===== config.mk =====
export PLATFORM = sky130hd
export DESIGN_NAME = atm_seg_scan
export DESIGN_NICKNAME = d
export VERILOG_FILES = /design/src/rtl/atm_seg_scan.sv
export SDC_FILE = /design/constraint.sdc
export NUM_CORES = 1
export LEC_CHECK = 0
export CAP_MARGIN = 20
export CORE_UTILIZATION = 54
export CTS_CLUSTER_DIAMETER = 200
export DETAILED_ROUTE_END_ITERATION = 16
export GPL_TIMING_DRIVEN = 1
export PLACE_DENSITY = 0.79
export REMOVE_ABC_BUFFERS = 1
export SYNTH_ARGS = -nofsm -noshare
export SYNTH_HDL_FRONTEND = slang
export SYNTH_SLANG_ARGS = --single-unit

===== constraint.sdc =====
create_clock -name clk -period 2.9 [get_ports clk]
set_input_delay 0.87 -clock clk [delete_from_list [all_inputs] [get_ports clk]]
set_output_delay 0.87 -clock clk [all_outputs]
set_load 0.01 [all_outputs]

===== src/rtl/atm_seg_scan.sv =====
// Eight-digit multiplexed 7-segment scanner. Input content is captured once per frame.
// It supports leading-zero blanking and blinking of the digit being edited.
module atm_seg_scan #(
  parameter int SCAN_DIV     = 50000,
  parameter int BLANK_CYC    = 500,
  parameter int BLINK_FRAMES = 48
) (
  input  logic        clk,
  input  logic        rst,
  input  logic [31:0] data_i,
  input  logic [2:0]  sel_i,
  input  logic        blink_en,
  input  logic        lz_en,
  output logic [7:0]  an_o,
  output logic [6:0]  seg_o,
  output logic        dp_o
);

  localparam int PC_W = (SCAN_DIV > 1) ? $clog2(SCAN_DIV) : 1;
  localparam int FC_W = (BLINK_FRAMES > 1) ? $clog2(BLINK_FRAMES) : 1;

  localparam logic [PC_W-1:0] PC_ZERO  = {PC_W{1'b0}};
  localparam logic [PC_W-1:0] PC_ONE   = PC_W'(1);
  localparam logic [PC_W-1:0] PC_LAST  = PC_W'(SCAN_DIV - 1);
  localparam logic [PC_W-1:0] PC_BLANK = PC_W'(BLANK_CYC);
  localparam logic [FC_W-1:0] FC_ZERO  = {FC_W{1'b0}};
  localparam logic [FC_W-1:0] FC_ONE   = FC_W'(1);
  localparam logic [FC_W-1:0] FC_LAST  = FC_W'(BLINK_FRAMES - 1);

  logic [PC_W-1:0] pc_r;
  logic [PC_W-1:0] pc_nxt_s;
  logic [2:0]      idx_r;
  logic [2:0]      idx_nxt_s;
  logic [FC_W-1:0] fc_r;
  logic [FC_W-1:0] fc_nxt_s;
  logic            bp_r;
  logic            bp_nxt_s;

  logic [31:0]     data_r;
  logic [2:0]      sel_r;
  logic            blink_r;
  logic            lz_r;

  logic            pc_wrap_s;
  logic            frame_end_s;
  logic            capture_s;
  logic [7:0]      lz_mask_s;
  logic [3:0]      cur_dig_s;
  logic            blank_s;
  logic [7:0]      an_nxt_s;
  logic [6:0]      seg_nxt_s;
  logic [7:0]      an_r;
  logic [6:0]      seg_r;
  logic            dp_r;

  function automatic logic [6:0] seg_decode(input logic [3:0] d);
    logic [6:0] s;
    case (d)
      4'd0:    s = 7'h40;
      4'd1:    s = 7'h79;
      4'd2:    s = 7'h24;
      4'd3:    s = 7'h30;
      4'd4:    s = 7'h19;
      4'd5:    s = 7'h12;
      4'd6:    s = 7'h02;
      4'd7:    s = 7'h78;
      4'd8:    s = 7'h00;
      4'd9:    s = 7'h10;
      default: s = 7'h3F;
    endcase
    return s;
  endfunction

  // Bit k is set when digits k..7 are all zero; digit 0 is never a leading zero.
  function automatic logic [7:0] lz_mask(input logic [31:0] d);
    logic [7:0] m;
    logic       zero_above;
    m          = 8'h00;
    zero_above = 1'b1;
    for (int k = 7; k >= 1; k--) begin
      zero_above = zero_above & (d[4*k +: 4] == 4'h0);
      m[k]       = zero_above;
    end
    return m;
  endfunction

  assign pc_wrap_s   = (pc_r == PC_LAST);
  assign frame_end_s = pc_wrap_s && (idx_r == 3'd7);
  assign capture_s   = (pc_r == PC_ZERO) && (idx_r == 3'd0);

  // Scan position and blink phase sequencing.
  always_comb begin
    pc_nxt_s  = pc_r;
    idx_nxt_s = idx_r;
    fc_nxt_s  = fc_r;
    bp_nxt_s  = bp_r;
    if (pc_wrap_s) begin
      pc_nxt_s  = PC_ZERO;
      idx_nxt_s = idx_r + 3'd1;
    end else begin
      pc_nxt_s  = pc_r + PC_ONE;
    end
    if (frame_end_s) begin
      if (fc_r == FC_LAST) begin
        fc_nxt_s = FC_ZERO;
        bp_nxt_s = ~bp_r;
      end else begin
        fc_nxt_s = fc_r + FC_ONE;
      end
    end else begin
      fc_nxt_s = fc_r;
    end
  end

  // Counter state registers.
  always_ff @(posedge clk or negedge rst) begin
    if (!rst) begin
      pc_r  <= PC_ZERO;
      idx_r <= 3'd0;
      fc_r  <= FC_ZERO;
      bp_r  <= 1'b0;
    end else begin
      pc_r  <= pc_nxt_s;
      idx_r <= idx_nxt_s;
      fc_r  <= fc_nxt_s;
      bp_r  <= bp_nxt_s;
    end
  end

  // Frame registers change only at the start of slot 0, so a frame never tears.
  always_ff @(posedge clk or negedge rst) begin
    if (!rst) begin
      data_r  <= 32'h0000_0000;
      sel_r   <= 3'd0;
      blink_r <= 1'b0;
      lz_r    <= 1'b0;
    end else if (capture_s) begin
      data_r  <= data_i;
      sel_r   <= sel_i;
      blink_r <= blink_en;
      lz_r    <= lz_en;
    end else begin
      data_r  <= data_r;
      sel_r   <= sel_r;
      blink_r <= blink_r;
      lz_r    <= lz_r;
    end
  end

  assign lz_mask_s = lz_mask(data_r);
  assign cur_dig_s = data_r[{idx_r, 2'b00} +: 4];
  assign blank_s   = (blink_r && bp_r && (idx_r == sel_r)) || (lz_r && lz_mask_s[idx_r]);

  // Next anode/cathode pattern; segments are dark during the guard interval as well.
  always_comb begin
    an_nxt_s  = 8'hFF;
    seg_nxt_s = 7'h7F;
    if (pc_r < PC_BLANK) begin
      an_nxt_s  = 8'hFF;
      seg_nxt_s = 7'h7F;
    end else begin
      an_nxt_s  = ~(8'h01 << idx_r);
      if (blank_s) begin
        seg_nxt_s = 7'h7F;
      end else begin
        seg_nxt_s = seg_decode(cur_dig_s);
      end
    end
  end

  // Output registers; the async clear darkens the display in the cycle reset asserts.
  always_ff @(posedge clk or negedge rst) begin
    if (!rst) begin
      an_r  <= 8'hFF;
      seg_r <= 7'h7F;
      dp_r  <= 1'b1;
    end else begin
      an_r  <= an_nxt_s;
      seg_r <= seg_nxt_s;
      dp_r  <= 1'b1;
    end
  end

  assign an_o  = an_r;
  assign seg_o = seg_r;
  assign dp_o  = dp_r;

endmodule


Word level (Yosys, flattened, before mapping)

Memory sizes are Yosys's and may differ from the RTL's.
Index checks and enable logic that the tools add are counted.

Reduce and logical (&&, ||, !) cells: 16
$add $sub $neg: 3
Shifts and indexed selects: 2
Bitwise gates (word level): 8
Equality and inequality tests: 4
Divide/modulo/power cells: 0
Magnitude comparators: 2
Multipliers: 0
Muxes and demuxes: 7

Operators by type and width:

| kind                                                | number |
|---|---|
| variable part select 32 x 6 -> 4 bit                | 1 |
| zero test 4 bit                                     | 7 |
| adder 16 x 1 -> 16 bit, second input constant       | 1 |
| equality test 16 bit, second input constant         | 1 |
| zero test 16 bit                                    | 1 |
| < comparator 16 x 9 -> 1 bit, second input constant | 1 |
| 2-to-1 mux 16 bit                                   | 1 |
| 2-to-1 mux 7 bit                                    | 2 |
| 2-to-1 mux 8 bit                                    | 1 |
| NOT 8 bit                                           | 1 |
| << shifter 1 x 3 -> 8 bit, first input constant     | 1 |
| adder 6 x 1 -> 6 bit, second input constant         | 1 |
| bitwise AND 1 bit                                   | 6 |
| equality test 6 bit, second input constant          | 1 |
| 2-to-1 mux 6 bit                                    | 1 |
| logical AND 1 bit                                   | 5 |
| < comparator 3 x 4 -> 1 bit, second input constant  | 1 |
| adder 3 x 1 -> 3 bit, second input constant         | 1 |
| binary-select mux 1 bit (select 3 bit)              | 1 |
| equality test 3 bit                                 | 1 |
| equality test 3 bit, second input constant          | 1 |
| zero test 3 bit                                     | 1 |
| AND reduction 2 bit                                 | 1 |
| logical OR 1 bit                                    | 1 |
| 2 further kinds                                     | 2 |

ROM bits: 112
Register bits after elaboration: 78
Memories kept: 1
Memory bits (writable): 0
Bits in latches: 0
Output and inout port bits: 16

Memories:

| name            | depth | bits a word | read ports | clocked after memory_dff | wr ports | RTL line | text |
|---|---|---|---|---|---|---|---|
| (no name shown) | 16    | 7           | 1          | 0                        | 0        | 58       | `case (d)` |

Depth between registers and ports, before layout

Gate-level depths: netlist of run 1.

Depth after elaboration: 13
Gate-level depth with buffers: 9
Mapped depth without buffers: 8

Worst setup path before layout of run 1

No wires, ideal clock.

Path type: reg2reg
Start point: register idx_r[1]
End point: register seg_r[3] (netlist: seg_o[3])
Stages on the path, launching flop included: 9
Path slack: 0.628 ns
Data required time: 2.803 ns
Period minus slack after synthesis: 2.272 ns
Arrival time: 2.176 ns
Path through: dfrtp_1 buf_2 mux4_2 mux2i_2 ha_1 inv_1 mux2_2 o21ai_0 nand3_1

Cells in the longest elaborated chain, start to end: 6

Ends and longest elaborated chain:

| element                                                     | RTL line | text |
|---|---|---|
| start: declaration                                          | 32       | `logic [2:0] idx_r;` |
| start signal: assignment                                    | 124      | `idx_r <= idx_nxt_s;` |
| branches (longest 4 deep; another with memory (16 x 7 bit)) | n/a      |  |
| 2-to-1 mux 7 bit *                                          | 163      | `if (blank_s) begin` |
| 2-to-1 mux 7 bit *                                          | 158      | `if (pc_r < PC_BLANK) begin` |
| via seg_nxt_s[3]                                            | 51       | `logic [6:0] seg_nxt_s;` |
| end signal: assignment                                      | 179      | `seg_r <= seg_nxt_s;` |
| end: declaration                                            | 53       | `logic [6:0] seg_r;` |

Mark *: on every way through the listed nets, which the timed path passes. The select of a mux whose other input is x is not followed.
A chain may end at the register's enable or synchronous reset.

Worst setup path after layout of run 1

Same ends and word-level chain as after synthesis.

==> results of run 1 <==
[stage by stage]
step,hold slack (ps),instance area (µm²),power (mW),utilization
after floorplan,446,3700,1.20,-
after global placement,477,4350,1.29,0.644
final,492,4540,2.06,0.673
after CTS,491,4540,2.07,0.673
after global routing,517,4540,2.14,0.673
after detailed placement,475,4350,1.29,0.644
[layout make-up]
type	instances	area (µm²)
fill	495	2210
clock buffer	10	128
multi-input combinational	205	1690
clock inverter	6	62.6
sequential	78	1970
inverter	10	37.5
timing repair buffer	55	556
tap	80	100
[synth_stat cells, types with 4 or more instances]
master | count | area, µm²
ha_1 | 14 | 175
buf_4 | 4 | 30.0
nor4_1 | 8 | 50.1
xor2_1 | 11 | 96.3
mux2_1 | 30 | 338
o21ai_0 | 13 | 65.1
inv_1 | 9 | 33.8
dfstp_2 | 15 | 394
nand3_1 | 21 | 105
mux2_2 | 11 | 124
xnor2_1 | 9 | 78.8
dfrtp_1 | 63 | 1580
mux4_2 | 8 | 180
nand2_1 | 23 | 86.3
nor2_1 | 16 | 60.1
[critical path, delay by kind of cell, from the launching register on]
| family | cells | cell delay, ps |
|---|---|---|
| buffers and inverters | 1 | 50 |
| multiplexers | 3 | 1160 |
| AND/OR/NAND/NOR | 1 | 90 |
| flip-flops | 1 | 750 |
| adder cells (fa/ha/maj) | 1 | 200 |
| AO/OA/AOI/OAI | 1 | 140 |
[routing by layer]
metal	track usage	vias to the layer above	share of wire	wire length (µm)
li1	-	1181	-	-
met1	0.295	1255	0.46	3300
met2	0.348	60	0.48	3450
met3	0.0645	8	0.041	289
met4	0.0697	0	0.012	87
met5	0	-	0	0
[worst max-delay path by stage]
stage          startpoint  endpoint  slack (ps)  cells past startpoint
2_1_floorplan    idx_r[1]   blink_r         260                      6
3_3_place_gp     idx_r[1]  seg_o[3]         490                      7
3_5_place_dp     idx_r[1]  seg_o[0]         410                      7
4_1_cts          idx_r[1]  seg_o[3]         400                      7
5_1_grt          idx_r[1]  seg_o[0]         240                      7
6_report         idx_r[1]  seg_o[3]         400                      7
[power by group]
part / leakage, nW / total, mW / internal (mW) / switching (mW)
clock: 0.100 / 0.784 / 0.396 / 0.388
combinational: 0.854 / 0.132 / 0.0790 / 0.0533
sequential: 0.938 / 1.14 / 1.11 / 0.0247
[logic make-up (layout without fill, tap and decap cells)]
family,Yosys count,in the layout
muxes,54,54
adders and majority gates,14,14
DFF,78,78
and+or+nand+nor,90,90
buffers and inverters,20,81
AOI/OAI and AO/OA,26,26
other,1,1
xor gates and xnor gates,20,20
[state kept, by name, summed over array words and instances, names as in the netlist]
name	count
idx_r	3
fc_r	6
pc_r	16
data_r	32
an_o	8
lz_r	1
bp_r	1
blink_r	1
seg_o	7
sel_r	3
==> results by group, run 1 <==
Status
  • Outcome: finished with violations
  • Failing checks: DRC

Cells and area
  • Final non-filler cell total: 444
  • Synth-to-Final Area Change: 20.3%
  • Layout cell share with drive strength beyond 1: 0.165
  • Most common cell after layout, fill and taps aside: dfrtp_1
  • Nets: 412
  • Commonest non-fill, non-tap cells in the layout: 63 x dfrtp_1, 52 x clkdlybuf4s50_1, 30 x mux2_1, 23 x nand2_1, 21 x nand3_1
  • # diodes: 0

Hold path
  • Hold depth: 1
  • Min-Delay Startpoint: pc_r[7]
  • Hold EP: pc_r[7]
  • Hold WC Path Type: reg2reg

Floorplan
  • Row count: 30
  • Core Area: 0.00676 mm²
  • Die Span Y: 85.6 µm
  • Initial Util: 0.559
  • Die X: 85.6 µm
  • IO Count: 55
  • Die area: 0.00733 mm²

Placement
  • Final Wtd Congestion: 0.867
  • Number of port buffers: 53
  • Dpl ws: 412 ps
  • Dpl hpwl: 5210 µm
  • Dpl cells: 428

Timing
  • Setup_tns: 0 ps
  • Slew HR: 0.357
  • Setup ws final: 405 ps
  • Fin crit share: 0.860
  • Fmax: 401 MHz
  • Hold Fails Final Rpt: 0
  • Clk_skew: 9.47 ps
  • Slew Limit Fails: 0
  • Worst Tran Pin Value: 964 ps
  • Post-layout minimum cycle time: 2500 ps
  • RSZ-0062 raised after global routing: no
  • Finish-stage setup viols: 0

Setup path
  • Critical path data arrival time: 2750 ps
  • WS Path Type: reg2reg
  • Worst r2r src: idx_r[1]
  • Worst setup SP type: flop
  • CP required: 3160 ps
  • Flop2flop setup slack: 400 ps
  • CP max FO: 15
  • Slowest-stage cell, CP: dfrtp_1
  • Nature of the critical path endpoint: flop
  • RR Endpoint: seg_o[3]
  • Register-to-Register Path Depth: 7
  • Crit path largest cell delay: 750 ps
  • CP Cell Sequence: mux4_2 > mux2i_2 > ha_1 > inv_1 > mux2_2 > o21ai_0 > nand3_1

Global route
  • First-pass GRT wire length: 12300 µm
  • Vias in the first global route: 2514
  • Gr usage total: 0.220
  • Total grt overflow: 0
  • Largest net degree at the start of global routing: 79
  • Antenna violations before repair: 0

Routing
  • Via count: 2504
  • Routed wire per std cell: 16.0 µm
  • Starting DRT DRC Count: 142
  • DRC viols: 1
  • Final WL: 7130 µm
  • Drt pass-1 iters: 10
  • Vias per cell: 5.64
  • Routed Antenna Nets: 0

Logic synthesis
  • Synthesized instance count: 303
  • Syn Std Cell Area: 0.00378 mm²
  • Synthesis-stage register bit count: 78
  • Mean Syn Cell Area: 12.5 µm²
  • EDFF count, synth: 0
  • Post-synth cell types: 46
  • Main synth FF type: dfrtp_1
  • Post-Synth XOR/XNOR Area: 0.0464
  • Async S/R FF share, synth: 1.00
  • Synth Area in Compound Gates: 0.0401
  • Mux share of post-synthesis cell area: 0.188
  • Adder-Cell Fraction of Synth Area: 0.0464
  • Ys Warns: 0
  • Main combinational cell family by area after synthesis: multiplexers
  • Sequential fraction of the synthesis area: 0.522
  • Share of synthesized cell area in and, or, nand and nor gates: 0.126

Clock network
  • H-tree levels: 3
  • Sink Count: 78
  • Reg clk slew, reported paths: 80 ps
  • CTS-repair resized insts: 0
  • Clock latency on the worst-skew pair: 350 ps
  • Postcts setup bufs: 0
  • TritonCTS clock tree: built
  • # hold bufs at CTS: 0
  • Clock buffer count from CTS: 9
  • Clock buffer depth: 2
  • CTS root buffer: clkbuf_8

Power
  • VDD IR max: 308 µV
  • Pwr/cell area: 452 mW/mm²
  • Leakage power: 1.89 nW

Run
  • Number of max-cap violations: 0
No activity file was read; power rests on OpenSTA's default activity.
==> run 2: changes to the inputs <==
--- a/config.mk
+++ b/config.mk
@@ -5,13 +5,14 @@
 export SDC_FILE = /design/constraint.sdc
 export NUM_CORES = 1
 export LEC_CHECK = 0
-export CAP_MARGIN = 20
 export CORE_UTILIZATION = 54
+export CTS_BUF_LIST = sky130_fd_sc_hd__clkbuf_16
 export CTS_CLUSTER_DIAMETER = 200
 export DETAILED_ROUTE_END_ITERATION = 16
 export GPL_TIMING_DRIVEN = 1
 export PLACE_DENSITY = 0.79
 export REMOVE_ABC_BUFFERS = 1
+export SETUP_SLACK_MARGIN = 0.02
 export SYNTH_ARGS = -nofsm -noshare
 export SYNTH_HDL_FRONTEND = slang
 export SYNTH_SLANG_ARGS = --single-unit
==> run 2 against run 1 <==
Net effect: the run still ends with DRC left; sequential share of layout area shrank 0.95 points; count of clock-buffer cells in the layout shrank 1; first-iteration DRC count shrank 19%; power grew 15%; hold slack lost 2.2 ps; core utilization grew 1.5 points; critical path type unchanged; critical endpoint unchanged.
==> results by group, run 2 (synthesis results as in run 1) <==
Status
  • Outcome: finished with violations
  • Failing checks: DRC

Global route
  • Total grt overflow: 0
  • First-pass GRT wire length: 12300 µm
  • Vias in the first global route: 2538
  • Largest net degree at the start of global routing: 79
  • Antenna violations before repair: 0
  • Gr usage total: 0.221

Setup path
  • RR Endpoint: seg_o[3]
  • Flop2flop setup slack: 360 ps
  • Worst setup SP type: flop
  • Worst r2r src: idx_r[1]
  • CP Cell Sequence: mux4_2 > mux2i_2 > ha_1 > inv_1 > mux2_2 > o21ai_0 > nand3_1
  • Worst path buffer plus inverter count: 1
  • Worst setup path endpoint: seg_o[3]
  • CP required: 3140 ps
  • Slowest-stage cell, CP: dfrtp_1
  • Register-to-Register Path Depth: 7
  • WS Path Type: reg2reg
  • CP max FO: 15
  • Critical path data arrival time: 2780 ps
  • Nature of the critical path endpoint: flop
  • CP delay by family, top: multiplexers
  • WP depth: 7
  • Worst Setup SP: idx_r[1]
  • Crit path largest cell delay: 740 ps

Placement
  • Dpl hpwl: 5210 µm
  • Number of port buffers: 53
  • Final Wtd Congestion: 0.867

Cells and area
  • Core Util, Final: 0.688
  • Largest register by flop count: data_r
  • # diodes: 0
  • Largest register FFs: 32
  • Layout cell share with drive strength beyond 1: 0.165
  • Fill count: 472
  • Synth-to-Final Area Change: 23.0%
  • Commonest non-fill, non-tap cells in the layout: 63 x dfrtp_1, 52 x clkdlybuf4s50_1, 30 x mux2_1, 23 x nand2_1, 21 x nand3_1
  • Most common cell after layout, fill and taps aside: dfrtp_1
  • Nets: 412

Timing
  • Hold Fails Final Rpt: 0
  • Slew HR: 0.368
  • Clk_skew: 6.83 ps
  • Fin crit share: 0.876
  • Fmax: 394 MHz
  • Post-layout minimum cycle time: 2540 ps
  • RSZ-0062 raised after global routing: no
  • Finish-stage setup viols: 0
  • Worst Tran Pin Value: 948 ps
  • Slew Limit Fails: 0
  • Setup_tns: 0 ps

Routing
  • Vias per cell: 5.74
  • Final WL: 7250 µm
  • Starting DRT DRC Count: 115
  • Routed wire per std cell: 16.3 µm
  • Drt pass-1 iters: 10
  • DRC viols: 1
  • Via count: 2550
  • Routed Antenna Nets: 0

Power
  • Sw power: 0.504 mW
  • Gate power share: 0.056
  • Switching Fraction: 0.213
  • VDD IR max: 335 µV
  • Share of power burned in registers: 0.484
  • Leakage power: 1.94 nW
  • Clock group share of total power: 0.460
  • Int Power: 1.86 mW
  • Pwr/cell area: 508 mW/mm²

Clock network
  • H-tree levels: 3
  • Reg clk slew, reported paths: 60 ps
  • TritonCTS clock tree: built
  • Clock buffer count from CTS: 9
  • Sink Count: 78
  • # hold bufs at CTS: 0
  • Clock buffer depth: 2
  • Postcts setup bufs: 0
  • CTS root buffer: clkbuf_16
  • CTS-repair resized insts: 0
  • Clock latency on the worst-skew pair: 330 ps

Hold path
  • Min-Delay Startpoint: pc_r[7]
  • Hold WC Path Type: reg2reg

Floorplan
  • Die Span Y: 85.6 µm
  • Die X: 85.6 µm
  • Core Area: 0.00676 mm²
  • Initial Util: 0.559
  • Die area: 0.00733 mm²
  • IO Count: 55
  • Row count: 30

Run
  • Number of max-cap violations: 0
run 2: per-layer routing:
layer  wire (µm)  vias up  global-route usage
met3         303       13              0.0529
met4         150        0              0.0864
li1            -     1189                   -
met5           0        -                   0
met1        3330     1283               0.297
met2        3470       65               0.351
run 2: how the worst min path moves through the flow:
| stage | end | depth (start not counted) |
|---|---|---|
| after floorplan | bp_r | 1 |
| after global placement | pc_r[7] | 1 |
| after detailed placement | pc_r[7] | 1 |
| after CTS | pc_r[7] | 1 |
| after global routing | bp_r | 1 |
| final | pc_r[7] | 1 |
run 2: cell type report:
type | count | area [µm²] | share of cell area
Multi-Input combinational cell | 205 | 1690 | 0.364
Clock buffer | 9 | 225 | 0.0485
Sequential cell | 78 | 1970 | 0.424
Tap cell | 80 | 100 | 0.0215
Clock inverter | 7 | 66.3 | 0.0143
Inverter | 10 | 37.5 | 0.00808
Timing Repair Buffer | 55 | 556 | 0.120
run 2: through the flow:
stage | hold slack (ps) | setup WS [ps] | cell area (µm²) | std cells | power [mW]
3_3_place_gp | 477 | 490 | 4350 | 428 | 1.29
5_1_grt | 514 | 226 | 4650 | 444 | 2.43
2_1_floorplan | 446 | 260 | 3700 | 293 | 1.20
4_1_cts | 488 | 364 | 4650 | 444 | 2.38
6_report | 490 | 360 | 4650 | 444 | 2.36
3_5_place_dp | 475 | 412 | 4350 | 428 | 1.29
run 2: power by group through the flow:
stage | clock, mW | sequential (mW) | combinational (mW)
6_report | 1.09 | 1.14 | 0.132
5_1_grt | 1.14 | 1.14 | 0.147
4_1_cts | 1.11 | 1.14 | 0.135
3_5_place_dp | 0 | 1.16 | 0.134
3_3_place_gp | 0 | 1.16 | 0.129
2_1_floorplan | 0 | 1.15 | 0.0528
